`src/rtl/cgp_frame_pkg.sv`:
```
// Shared constants, state encoding and the quantizer function for the CGP feature framer.
package cgp_frame_pkg;

  localparam int N_FEAT  = 9;
  localparam int RAW_W   = 8;
  localparam int Q_W     = 2;
  localparam int FRAME_W = N_FEAT * Q_W;

  typedef enum logic [1:0] {FILL, FULL, DROP} frame_state_t;

  // Unsigned thresholding; a sample equal to a threshold takes the higher code.
  function automatic logic [Q_W-1:0] quantize(
    input logic [RAW_W-1:0] x,
    input logic [RAW_W-1:0] t1,
    input logic [RAW_W-1:0] t2,
    input logic [RAW_W-1:0] t3
  );
    if (x >= t3)      return 2'd3;
    else if (x >= t2) return 2'd2;
    else if (x >= t1) return 2'd1;
    else              return 2'd0;
  endfunction

endpackage

```
`src/rtl/cgp_quantizer.sv`:
```
// Combinational 8-bit to 2-bit feature quantizer with fixed thresholds.
module cgp_quantizer
  import cgp_frame_pkg::*;
#(
  parameter logic [RAW_W-1:0] T1 = RAW_W'(64),
  parameter logic [RAW_W-1:0] T2 = RAW_W'(128),
  parameter logic [RAW_W-1:0] T3 = RAW_W'(192)
) (
  input  logic [RAW_W-1:0] x,
  output logic [Q_W-1:0]   q
);

  assign q = quantize(x, T1, T2, T3);

endmodule

```
`src/rtl/cgp_feature_framer.sv`:
```
// Quantizes a raw sample stream into 9-feature frames and hands them to the classifier,
// double-buffered so the next frame can fill while the current one is held.
module cgp_feature_framer #(
  parameter int               N_FEAT = 9,
  parameter int               RAW_W  = 8,
  parameter int               Q_W    = 2,
  parameter logic [RAW_W-1:0] T1     = RAW_W'(64),
  parameter logic [RAW_W-1:0] T2     = RAW_W'(128),
  parameter logic [RAW_W-1:0] T3     = RAW_W'(192)
) (
  input  logic                    clk,
  input  logic                    rst,
  input  logic                    s_valid,
  output logic                    s_ready,
  input  logic [RAW_W-1:0]        s_data,
  input  logic                    s_last,
  output logic                    m_valid,
  input  logic                    m_ready,
  output logic [N_FEAT*Q_W-1:0]   m_frame,
  output logic                    err,
  output logic [15:0]             frame_cnt
);
  import cgp_frame_pkg::*;

  localparam int         FRAME_W  = N_FEAT * Q_W;
  localparam logic [3:0] LAST_IDX = 4'(N_FEAT - 1);

  if (!((T1 < T2) && (T2 < T3))) begin : g_bad_thresholds
    $error("cgp_feature_framer: thresholds must satisfy T1 < T2 < T3");
  end

  frame_state_t       state, state_n;
  logic [3:0]         idx, idx_n;
  logic [FRAME_W-1:0] asm_frame, asm_n, full_frame, load_frame;
  logic [Q_W-1:0]     q;
  logic               beat, slot_free, load, err_n;

  cgp_quantizer #(
    .T1 (T1),
    .T2 (T2),
    .T3 (T3)
  ) u_quantizer (
    .x (s_data),
    .q (q)
  );

  assign beat      = s_valid && s_ready;
  assign slot_free = !m_valid || m_ready;

  always_comb begin
    state_n    = state;
    idx_n      = idx;
    asm_n      = asm_frame;
    load       = 1'b0;
    load_frame = asm_frame;
    err_n      = 1'b0;
    full_frame = asm_frame;
    full_frame[FRAME_W-1 -: Q_W] = q;
    unique case (state)
      FILL: begin
        if (beat) begin
          if (idx < LAST_IDX) begin
            if (s_last) begin
              idx_n = 4'd0;
              err_n = 1'b1;
            end else begin
              asm_n[int'(idx)*Q_W +: Q_W] = q;
              idx_n = idx + 4'd1;
            end
          end else if (s_last) begin
            // The final sample goes straight into the outgoing frame when the slot is free.
            asm_n = full_frame;
            if (slot_free) begin
              load       = 1'b1;
              load_frame = full_frame;
              idx_n      = 4'd0;
            end else begin
              state_n = FULL;
            end
          end else begin
            err_n   = 1'b1;
            idx_n   = 4'd0;
            state_n = DROP;
          end
        end
      end
      FULL: begin
        if (slot_free) begin
          load       = 1'b1;
          load_frame = asm_frame;
          idx_n      = 4'd0;
          state_n    = FILL;
        end
      end
      DROP: begin
        if (beat && s_last) begin
          idx_n   = 4'd0;
          state_n = FILL;
        end
      end
      default: begin
        idx_n   = 4'd0;
        state_n = FILL;
      end
    endcase
  end

  // s_ready is registered from the next state so it never depends combinationally on inputs.
  always_ff @(posedge clk or posedge rst) begin
    if (rst) begin
      state     <= FILL;
      idx       <= 4'd0;
      asm_frame <= '0;
      s_ready   <= 1'b0;
      err       <= 1'b0;
    end else begin
      state     <= state_n;
      idx       <= idx_n;
      asm_frame <= asm_n;
      s_ready   <= (state_n != FULL);
      err       <= err_n;
    end
  end

  always_ff @(posedge clk or posedge rst) begin
    if (rst) begin
      m_valid   <= 1'b0;
      m_frame   <= '0;
      frame_cnt <= 16'd0;
    end else begin
      if (load) begin
        m_valid <= 1'b1;
        m_frame <= load_frame;
      end else if (m_valid && m_ready) begin
        m_valid <= 1'b0;
      end
      if (m_valid && m_ready) begin
        frame_cnt <= frame_cnt + 16'd1;
      end
    end
  end

endmodule

```
`config.mk`:
```
export PLATFORM = sky130hd
export DESIGN_NAME = cgp_feature_framer
export DESIGN_NICKNAME = d
export VERILOG_FILES = /design/src/rtl/cgp_frame_pkg.sv /design/src/rtl/cgp_quantizer.sv /design/src/rtl/cgp_feature_framer.sv
export SDC_FILE = /design/constraint.sdc
export NUM_CORES = 1
export LEC_CHECK = 0
export ABC_AREA = 1
export CORE_AREA = 2 2 77 79
export CTS_CLUSTER_SIZE = 40
export DETAILED_ROUTE_END_ITERATION = 6
export DIE_AREA = 0 0 79 81
export PLACE_DENSITY = 0.81
export SYNTH_ARGS = -nofsm -noshare
export SYNTH_HDL_FRONTEND = slang
export SYNTH_HIERARCHICAL = 1
export SYNTH_SLANG_ARGS = --single-unit
```
`constraint.sdc`:
```
create_clock -name clk -period 5.54 [get_ports clk]
set_input_delay 1.662 -clock clk [delete_from_list [all_inputs] [get_ports clk]]
set_output_delay 1.662 -clock clk [all_outputs]
set_load 0.05 [all_outputs]
```
Word-level counts from Yosys, hierarchy flattened
Cells that the tools add are included.
W data, S select, Z words.
{"block": "totals", "reg_bits": 61, "in_bits": 13, "out_inout_bits": 37, "wordCells": 74}
{"block": "classes", "n_addsub": 3, "n_lt_le_gt_ge": 4, "n_eq_ne": 6, "shift": 2, "muxes": 38, "n_bitwise": 1, "reduce_logical": 11}
{"cell": "$mux W18", "n": 8}
{"cell": "$neg A5 Y33", "n": 1}
{"cell": "$shift A2 B33 Y18 const A", "n": 1}
{"cell": "$shiftx A2 B33 Y18", "n": 1}
{"cell": "$mux W4", "n": 6}
{"cell": "$bwmux W18", "n": 1}
{"cell": "$add A16 B1 Y16 const B", "n": 1}
{"cell": "$ge A8 B8 Y1 const B", "n": 2}
{"cell": "$mux W2", "n": 8}
{"cell": "$mux W1", "n": 12}
{"cell": "$pmux W4 S3", "n": 1}
{"cell": "$ge A8 B7 Y1 const B", "n": 1}
{"cell": "$reduce_and A4 Y1", "n": 2}
{"cell": "$ne A2 B2 Y1 const B", "n": 3}
{"cell": "$pmux W2 S3", "n": 1}
{"cell": "$add A4 B1 Y4 const B", "n": 1}
{"cell": "$lt A4 B4 Y1 const B", "n": 1}
{"cell": "$reduce_bool A2 Y1", "n": 2}
{"cell": "$logic_and A1 B1 Y1", "n": 3}
{"cell": "$eq A2 B1 Y1 const B", "n": 1}
{"cell": "$eq A2 B2 Y1 const B", "n": 1}
{"cell": "$logic_not A2 Y1", "n": 1}
{"cell": "$ne A2 B1 Y1 const B", "n": 1}
{"cell": "$pmux W1 S2", "n": 1}
{"cell": "4 further kinds", "n": 4}

Longest topological paths before layout
Gate-level depths: netlist (run 1).
{"block": "logic_depth", "word_depth": 9, "mapped_depth": 13}

Modules after synthesis
Netlist (run 1), hierarchy kept.
{"module": "cgp_feature_framer", "instances": 1, "cells_per_inst": 361, "area_each_um2": 3002.9, "seq_area_each_um2": 1526.5}
{"module": "cgp_quantizer", "instances": 1, "cells_per_inst": 2, "area_each_um2": 7.5, "seq_area_each_um2": 0.0}

Least setup slack after synthesis (run 1)
Ideal clock, no wire load.
{"block": "synth_timing", "path_type": "in2reg", "from": "input port m_ready", "to": "register frame_cnt[14]", "setup_time_ns": 0.141, "t_arrival_ns": 2.569, "required_ns": 5.399, "slack_ns": 2.830, "path_stages": 8, "path_buffers": 0, "path_cell_list": "nand2_2 > nor2_2 > nand2_1 > nor2_2 > nand2_1 > nor2_1 > nand3_1 > xnor2_1"}
{"block": "synth_between", "elab_chain_cells": 1}
{"item": "start, declared", "line": "cgp_feature_framer.sv:18", "source": "input logic m_ready,"}
{"item": "$logic_and A1 B1 Y1", "line": "cgp_feature_framer.sv:137", "source": "if (m_valid && m_ready) begin"}
{"item": "end signal, assigned", "line": "cgp_feature_framer.sv:138", "source": "frame_cnt <= frame_cnt + 16'd1;"}
{"item": "end, declared", "line": "cgp_feature_framer.sv:21", "source": "output logic [15:0] frame_cnt"}
Every way passes these cells.
A chain may end at the register's enable or synchronous reset.

Worst setup path in the final report (run 1)
{"block": "layout_timing", "from": "register frame_cnt[2]", "to": "output port frame_cnt[2]"}
No word-level cell between the ends.

==> reports/metrics.yaml, run 1 <==
detailed_routing:
  avgRoutedWirePerCell_um: 12.5
  ant_nets: 0
  viasPerCell: 5.01
  drtPass1Iterations: 4
  wirelength_mm: 6.14
  vias: 2462
  drc: 0
  drt_iter0_drc: 165
clock_tree:
  cts_htree_levels: 3
  root_buffer: "clkbuf_8"
  cts-hold-fix-buffers: 0
  post_cts_resized: 0
  cts.sinks: 61
  cts_buffers: 9
  post_cts_buffers: 0
  clkTransAtPathRegs_ps: 70
  cts_tree: "built"
  clk_latency_ps: 330
  clock_path_buffers: 2
synth:
  synth.area.top_cells: "dfrtp_1, nand2_1, inv_1"
  synth_edf_count: 0
  yosysTopAreaCell: "dfrtp_1"
  post_synth_and_or_nand_nor_area_fraction: 0.304
  synth_ff_type: "dfrtp_1"
  synth_area_um2: 3010
  avgSynthCellArea_um2: 8.29
  synth_top_family_by_area: "simple AND/OR/NAND/NOR gates"
  synth.top_cell.area_share: 0.507
  synthXorXnorAreaFrac: 0.0407
  synth_fp_nets: 380
  async_reset_ff_frac: 1.00
  yosysWarnings: 6
  synthAdderAreaFrac: 0.0166
  ys_seq_area_frac: 0.507
  synth-compound-area-share: 0.0632
  yosysUniqueCellTypes: 38
  ys_seq_elements: 61
  synthCells: 363
  synth_mux_area_frac: 0
floorplan:
  die_x_um: 79
  coreArea_um2: 5680
  io_pins: 50
  start_util: 0.530
  die_h_um: 81
  rows: 28
  dieArea_um2: 6400
timing:
  rsz0062_at_grt: "no"
  hold_violations: 0
  setup_viol: 0
  slew_viol_final: 0
  final.period_utilization: 0.591
  max_freq_ghz: 0.306
  finalClockSkew_ps: 8.06
  tightest_slew_ps: 835
  setup-tns-final_ps: 0
  fin_crit_ps: 3270
  maxSlewHeadroom: 0.443
global_route:
  antenna_found_initial: 0
  grt_max_degree: 62
  grt_pass1_vias: 2359
  overflow: 0
  grt_util_all_layers: 0.210
  grt_pass1_wl_mm: 10.5
placement:
  post-dp-hpwl_mm: 4.41
  port_buffers: 43
  routabilityCongestion: 0.837
  placed_area_um2: 3490
worst_setup_path:
  reg2reg_depth: 6
  crit_type: "reg2out"
  cp-endpoint: "frame_cnt[2]"
  regToRegEndpoint: "asm_frame[12]"
  arrival_ps: 1610
  timing.rr.start: "idx[0]"
  crit_buf_inv: 1
  critPathMaxStageDelay_ps: 840
  critPathSlowestCell: "clkdlybuf4s50_1"
  critPathTopFamily: "buffers and inverters"
  setup.worst_path.start_class: "flip-flop"
  required_ps: 3880
  crit_cells: 1
  crit_path_max_fanout: 6
  cp-startpoint: "frame_cnt[2]"
  r2r_slack_ps: 3290
  crit_path_end_kind: "output port"
  crit_chain: "clkdlybuf4s50_1"
cells_and_area:
  most-common-layout-cells: "nand2_1, dfrtp_1, clkdlybuf4s50_1"
  design_area_um2: 3680
  layout_commonest_cell: "nand2_1"
  nets: 428
  fillers: 480
  diodes: 0
  multi_input_area_um2: 1280
  drive_gt1_frac: 0.0865
  syn2layout_area_growth_pct: 22.3
  register_area_um2: 1530
pwr:
  peakVddDrop_mv: 0.149
  p_per_area_nw_per_um2: 296
  p_int_uw: 738
  leakage_uw: 0.00184
  seqPwrFrac: 0.450
  p_switching_uw: 352
  combPwrFrac: 0.199
  power_frac_clock: 0.351
  switching_share: 0.323
worst_hold_path:
  hold_path.class: "reg2reg"
run_status:
  status: "finished, final reports clean"
flow_run:
  maxCapViolations: 0
==> sequential cells by signal, indices dropped and copies added (netlist names) <==
name       count
m_frame       18
s_ready        1
frame_cnt     16
idx            4
m_valid        1
asm_frame     18
state          2
err            1
==> per-stage QoR <==
stage / setup slack (ps) / utilization / total power (uW) / instances / hold slack, ps
6_report: 2270 / 0.649 / 1090 / 491 / 474
4_1_cts: 2200 / 0.649 / 1100 / 491 / 478
3_5_place_dp: 1850 / 0.615 / 713 / 475 / 460
5_1_grt: 2080 / 0.649 / 1150 / 491 / 485
3_3_place_gp: 1880 / 0.615 / 708 / 475 / 454
2_1_floorplan: 2360 / - / 654 / 363 / 449
==> cells by family (layout without fill, tap and decap cells) <==
logic type      count (synthesis)  after routing
simple gates                  205            205
compound gates                 32             32
xor+xnor                       14             14
buf+inv                        47            100
flops                          61             61
fa+ha+maj                       4              4
==> worst min path at each step <==
stage / to / from / cells after the start / slack (ps)
final: m_frame[2] / m_frame[2] / 2 / 470
after CTS: m_frame[4] / m_frame[4] / 2 / 480
after global placement: m_frame[14] / m_frame[14] / 2 / 450
after detailed placement: m_frame[4] / m_frame[4] / 2 / 460
after floorplan: asm_frame[14] / asm_frame[14] / 2 / 450
after global routing: m_frame[11] / m_frame[11] / 2 / 490
==> layout make-up <==
| class | count | share of cell area |
|---|---|---|
| repair buffers | 44 | 0.119 |
| multi-input cells | 255 | 0.347 |
| flip-flops and latches | 61 | 0.415 |
| clock buffers | 10 | 0.0347 |
| clock inverters | 6 | 0.0173 |
| inverters | 40 | 0.0418 |
| well taps | 75 | 0.0255 |
==> cell usage after synthesis, types with 2 or more instances <==
cell      count
nand2_1     135
dfrtp_1      61
inv_1        35
nor2_1       24
o21ai_0      17
nand3_1      12
nand4_1      10
xnor2_1       9
a21oi_1       6
nor3_1        5
xor2_1        5
ha_1          4
buf_6         3
nand2_2       3
nand2_4       3
nor2_2        3
buf_2         2
clkbuf_1      2
clkinv_1      2
nor4_1        2
o211ai_1      2
o21ai_1       2
==> power groups by stage <==
stage          clock, uW  sequential [uW]  combinational (uW)
2_1_floorplan          0              526                 128
3_5_place_dp           0              499                 214
4_1_cts              391              491                 216
5_1_grt              412              494                 239
3_3_place_gp           0              498                 211
6_report             382              491                 217
==> metal layers <==
layer / up-vias / routed length (um) / GRT usage / part of all wire
met2: 51 / 2950 / 0.342 / 0.48
met5: - / 0 / 0 / 0
li1: 1250 / - / - / -
met4: 0 / 29 / 0.0862 / 0.0047
met3: 2 / 191 / 0.0433 / 0.031
met1: 1159 / 2970 / 0.275 / 0.48
Power figures use the tool's default switching activity.
==> run 2: changes to the inputs <==
CORE_AREA = 2 2 79 81   (was 2 2 77 79)
DIE_AREA = 0 0 81 83   (was 0 0 79 81)
PLACE_DENSITY = 0.78   (was 0.81)
clock period = 3.45 ns   (was 5.54 ns; I/O delays follow)
==> run 2 against run 1 <==
Net effect:
- hold slack worse by 4.5 ps
- sequential power up 61%
- combinational power grew 61%
- critical path type is now in2reg
- largest cell class unchanged
- largest power group unchanged
- highest routed layer unchanged
==> reports/metrics.yaml, run 2 (synthesis results as in run 1) <==
timing:
  maxSlewHeadroom: 0.405  # was 0.443
  tightest_slew_ps: 893  # was 835 ps
  final.period_utilization: 0.779
  hold_violations: 0  # unchanged
  rsz0062_at_grt: "no"  # unchanged
  fin_crit_ps: 2690
  setup-tns-final_ps: 0  # unchanged
  setup_viol: 0  # unchanged
  setup_slack_ps: 762  # was 2270 ps
  max_freq_ghz: 0.372
  slew_viol_final: 0  # unchanged
  finalClockSkew_ps: 8.49  # was 8.06 ps
floorplan:
  rows: 28  # unchanged
  io_pins: 50  # unchanged
  start_util: 0.518  # was 0.530
  dieArea_um2: 6720  # was 6400 um^2
  die_x_um: 81  # was 79 um
  die_h_um: 83  # was 81 um
  coreArea_um2: 5820  # was 5680 um^2
pwr:
  p_switching_uw: 551  # was 352 uW
  seqPwrFrac: 0.446  # was 0.450
  switching_share: 0.311  # was 0.323
  combPwrFrac: 0.197  # was 0.199
  peakVddDrop_mv: 0.293  # was 0.149 mV
  p_per_area_nw_per_um2: 478  # was 296 nW/um^2
  p_int_uw: 1220  # was 738 uW
  leakage_uw: 0.00185  # was 0.00184 uW
  power_frac_clock: 0.357  # was 0.351
cells_and_area:
  stdcell_count: 490  # was 491
  nets: 428  # unchanged
  syn2layout_area_growth_pct: 23.0  # was 22.3%
  top_regs: "asm_frame (18), m_frame (18), frame_cnt (16)"  # unchanged
  most-common-layout-cells: "nand2_1, dfrtp_1, clkdlybuf4s50_1"  # unchanged
  register_area_um2: 1530  # unchanged
  drive_gt1_frac: 0.0867  # was 0.0865
  multi_input_area_um2: 1280  # unchanged
  diodes: 0  # unchanged
  fillers: 521  # was 480
  layout_commonest_cell: "nand2_1"  # unchanged
placement:
  placed_cells: 475  # unchanged
  port_buffers: 43  # unchanged
  post-dp-hpwl_mm: 4.50  # was 4.41 mm
  routabilityCongestion: 0.822  # was 0.837
  post-place-ws_ps: 404  # was 1850 ps
clock_tree:
  clock_path_buffers: 2  # unchanged
  cts_buffers: 9  # unchanged
  post_cts_resized: 0  # unchanged
  cts.sinks: 61  # unchanged
  clkTransAtPathRegs_ps: 60  # was 70 ps
  cts_htree_levels: 3  # unchanged
  cts-hold-fix-buffers: 0  # unchanged
  root_buffer: "clkbuf_8"  # unchanged
  post_cts_buffers: 0  # unchanged
  clk_latency_ps: 340  # was 330 ps
  cts_tree: "built"  # unchanged
worst_setup_path:
  arrival_ps: 2910  # was 1610 ps
  critPathSlowestCell: "o31ai_4"  # was clkdlybuf4s50_1
  crit_path_max_fanout: 19  # was 6
  crit_type: "in2reg"  # was reg2out
  crit_path_end_kind: "flip-flop"  # was output port
  crit_chain: "clkdlybuf4s50_1, nand2_4, clkinv_2, nand2_4, o31ai_4, inv_4, nand2_1, nand2_1"  # was clkdlybuf4s50_1
  setup.worst_path.start_class: "input port"  # was flip-flop
  critPathMaxStageDelay_ps: 710  # was 840 ps
  required_ps: 3670  # was 3880 ps
run_status:
  status: "finished, final reports clean"  # unchanged
detailed_routing:
  ant_nets: 0  # unchanged
  avgRoutedWirePerCell_um: 12.9  # was 12.5 um
  vias: 2506  # was 2462
  viasPerCell: 5.11  # was 5.01
  drc: 0  # unchanged
  drtPass1Iterations: 5  # was 4
  wirelength_mm: 6.32  # was 6.14 mm
  drt_iter0_drc: 123  # was 165
global_route:
  grt_util_all_layers: 0.212  # was 0.210
  grt_max_degree: 37  # was 62
  grt_pass1_wl_mm: 11.0  # was 10.5 mm
  antenna_found_initial: 0  # unchanged
  overflow: 0  # unchanged
  grt_pass1_vias: 2453  # was 2359
worst_hold_path:
  hold_path.class: "reg2reg"  # unchanged
flow_run:
  maxCapViolations: 0  # unchanged
## run 2: changes by cell type in the layout (fill, tap and decap cells not counted)
cell	previous run	this run
buf_4	1	0
clkinv_4	1	0
clkbuf_8	9	11
clkbuf_1	1	0
buf_12	0	1
clkinvlp_4	2	1
## run 2: power groups by stage
stage | clock network (uW) | logic, uW | registers [uW]
global placement | 0 | 341 | 800
CTS | 649 | 348 | 789
finish | 632 | 349 | 790
floorplan | 0 | 205 | 844
detailed placement | 0 | 345 | 801
global route | 684 | 385 | 794
## run 2: area by class of cell
type,instances,area share
tap,75,0.0253
inverter,40,0.0416
timing repair buffer,44,0.122
multi-input combinational,255,0.345
sequential,61,0.412
clock buffer,11,0.0409
clock inverter,4,0.0128
## run 2: metrics by stage
stage	instance area [um^2]	util	total power, uW	hold slack [ps]
6_report	3700	0.637	1770	470
5_1_grt	3700	0.637	1860	503
4_1_cts	3700	0.637	1790	473
3_5_place_dp	3500	0.602	1150	458
3_3_place_gp	3500	0.602	1140	456
2_1_floorplan	3010	-	1050	449
## run 2: worst paths after layout
check                           endpoint  cells past startpoint  slack (ps)   startpoint
max reg2reg                 asm_frame[4]                      6        1200       idx[0]
max in group asynchronous  asm_frame[14]                      3        1770          rst
min                          m_frame[10]                      2         470  m_frame[10]
max                          m_frame[16]                      8         760       s_last
min in group asynchronous   frame_cnt[2]                      2        1080          rst
min reg2reg                  m_frame[10]                      2         470  m_frame[10]
## run 2: critical path: cells and delay by family
kind / cells / cell delay, ps
AO/OA/AOI/OAI: 1 / 710
buffers and inverters: 3 / 850
AND/OR/NAND/NOR: 4 / 290
## run 2: per-layer routing
metal	vias up	global-route usage	share of wire
li1	1246	-	-
met1	1187	0.275	0.46
met2	64	0.329	0.48
met3	9	0.0707	0.044
met4	0	0.0770	0.013
met5	-	0	0
==> run 3: changes to the inputs <==
CORE_AREA = 2 2 83 85   (was 2 2 79 81)
DIE_AREA = 0 0 85 87   (was 0 0 81 83)
PLACE_DENSITY = 0.74   (was 0.78)
clock period = 2.46 ns   (was 3.45 ns; I/O delays follow)
==> run 3 against run 2 <==
Net effect:
- non-clock buffer count increased by 5
- cell area increased by 0.84%
- power increased by 38%
- clock power increased by 36%
- via count about the same
- utilization decreased by 6.8 points
- clock-buffer cell count unchanged
- worst setup slack got worse by 650 ps
- largest cell class unchanged
- largest power group unchanged
==> reports/metrics.yaml, run 3 (synthesis results as in run 1) <==
run_status:
  status: "finished, final reports clean"  # unchanged
detailed_routing:
  wl_met1_mm: 2.77  # was 2.92 mm
  drc: 0  # unchanged
  wl_met3_um: 285  # was 277 um
  avgRoutedWirePerCell_um: 11.9  # was 12.9 um
  vias: 2508  # was 2506
  drt_iter0_drc: 135  # was 123
  dr.max_layer_used: "met4"  # unchanged
  wl_met2_mm: 2.81  # was 3.03 mm
  ant_nets: 0  # unchanged
  viasPerCell: 5.04  # was 5.11
  drtPass1Iterations: 5  # unchanged
  wirelength_mm: 5.94  # was 6.32 mm
worst_setup_path:
  crit_path_max_fanout: 6  # was 19
  critPathSlowestCell: "clkdlybuf4s50_1"  # was o31ai_4
  critPathTopFamily: "buffers and inverters"  # unchanged
  timing.rr.start: "idx[0]"  # unchanged
  crit_cells: 1  # was 8
  cp-startpoint: "frame_cnt[2]"  # was s_last
  r2r_slack_ps: 400  # was 1200 ps
  crit_chain: "clkdlybuf4s50_1"  # was clkdlybuf4s50_1, nand2_4, clkinv_2, nand2_4, o31ai_4, inv_4, nand2_1, nand2_1
  crit_buf_inv: 1  # was 3
  setup.worst_path.start_class: "flip-flop"  # was input port
  regToRegEndpoint: "asm_frame[1]"  # was asm_frame[4]
  arrival_ps: 1610  # was 2910 ps
  crit_type: "reg2out"  # was in2reg
  reg2reg_depth: 9  # was 6
  cp-endpoint: "frame_cnt[2]"  # was m_frame[16]
  required_ps: 1720  # was 3670 ps
  crit_path_end_kind: "output port"  # was flip-flop
  critPathMaxStageDelay_ps: 840  # was 710 ps
clock_tree:
  clk_latency_ps: 340  # about the same
  post_cts_resized: 0  # unchanged
  cts_buffers: 9  # unchanged
  post_cts_buffers: 0  # unchanged
  root_buffer: "clkbuf_8"  # unchanged
  cts-hold-fix-buffers: 0  # unchanged
  cts_htree_levels: 3  # unchanged
  cts.sinks: 61  # unchanged
  cts_tree: "built"  # unchanged
  clkTransAtPathRegs_ps: 70  # was 60 ps
  clock_path_buffers: 2  # unchanged
floorplan:
  dieArea_um2: 7400  # was 6720 um^2
  start_util: 0.458  # was 0.518
  die_x_um: 85  # was 81 um
  rows: 30  # was 28
  coreArea_um2: 6570  # was 5820 um^2
  die_h_um: 87  # was 83 um
  io_pins: 50  # unchanged
global_route:
  grt_util_all_layers: 0.175  # was 0.212
  overflow: 0  # unchanged
  grt_max_degree: 62  # was 37
  antenna_found_initial: 0  # unchanged
  grt_pass1_wl_mm: 10.3  # was 11.0 mm
  grt_pass1_vias: 2348  # was 2453
cells_and_area:
  diodes: 0  # unchanged
  multi_input_area_um2: 1280  # unchanged
  top_regs: "asm_frame (18), m_frame (18), frame_cnt (16)"  # unchanged
  layout_commonest_cell: "nand2_1"  # unchanged
  most-common-layout-cells: "nand2_1, dfrtp_1, clkdlybuf4s50_1"  # unchanged
  fillers: 579  # was 521
  drive_gt1_frac: 0.0933  # was 0.0867
  fin_util: 0.568  # was 0.637
  syn2layout_area_growth_pct: 24.0  # was 23.0%
  register_area_um2: 1530  # unchanged
  nets: 433  # was 428
timing:
  max_freq_ghz: 0.426
  fin_crit_ps: 2350
  final.period_utilization: 0.954
  slew_viol_final: 0  # unchanged
  tightest_slew_ps: 499  # was 893 ps
  setup-tns-final_ps: 0  # unchanged
  finalClockSkew_ps: 8.71  # was 8.49 ps
  maxSlewHeadroom: 0.667  # was 0.405
  hold_violations: 0  # unchanged
  rsz0062_at_grt: "no"  # unchanged
  setup_viol: 0  # unchanged
worst_hold_path:
  hold_path.class: "reg2reg"  # unchanged
pwr:
  power_frac_clock: 0.350  # was 0.357
  p_int_uw: 1710  # was 1220 uW
  p_per_area_nw_per_um2: 657  # was 478 nW/um^2
  seqPwrFrac: 0.450  # was 0.446
  peakVddDrop_mv: 0.448  # was 0.293 mV
  combPwrFrac: 0.200  # was 0.197
  p_switching_uw: 746  # was 551 uW
  switching_share: 0.304  # was 0.311
  leakage_uw: 0.00188  # was 0.00185 uW
placement:
  post-dp-hpwl_mm: 4.35  # was 4.50 mm
  port_buffers: 43  # unchanged
  routabilityCongestion: 0.879  # was 0.822
flow_run:
  maxCapViolations: 0  # unchanged
-- run 3: cell count changes in the layout (fill, tap and decap cells not counted), sizes merged --
cell	before	now
clkinvlp	1	0
buf	1	6
clkinv	5	4
-- run 3: per-layer routing --
metal	track usage	up-vias
met4	0.0765	0
met1	0.234	1181
li1	-	1252
met2	0.274	65
met3	0.0398	10
met5	0	-
-- run 3: worst min-delay path by stage --
stage             startpoint            end  slack (ps)  cells past startpoint
2_1_floorplan  asm_frame[14]  asm_frame[14]         450                      2
3_5_place_dp     m_frame[10]    m_frame[10]         460                      2
4_1_cts          m_frame[10]    m_frame[10]         470                      2
5_1_grt           m_frame[1]     m_frame[1]         490                      2
3_3_place_gp      m_frame[2]     m_frame[2]         460                      2
6_report          m_frame[8]     m_frame[8]         470                      2
-- run 3: per-stage QoR --
stage / instance area (um^2) / total power (uW) / setup WS, ps / hold WS, ps / std cells
floorplan: 3010 / 1470 / 209 / 449 / 363
global placement: 3550 / 1590 / 145 / 455 / 485
detailed placement: 3550 / 1610 / 111 / 457 / 485
CTS: 3730 / 2460 / 106 / 473 / 498
global route: 3730 / 2570 / 60.6 / 488 / 498
finish: 3730 / 2450 / 112 / 468 / 498
-- run 3: final cells by class --
class	count	share of cell area
Timing Repair Buffer	49	0.131
Clock buffer	11	0.0405
Multi-Input combinational cell	255	0.342
Clock inverter	2	0.00938
Sequential cell	61	0.409
Tap cell	80	0.0268
Inverter	40	0.0412
-- run 3: power by group through the flow --
stage	sequential (uW)	clock (uW)	combinational [uW]
2_1_floorplan	1180	0	288
5_1_grt	1110	909	551
3_5_place_dp	1120	0	486
6_report	1100	859	490
4_1_cts	1100	868	488
3_3_place_gp	1120	0	476
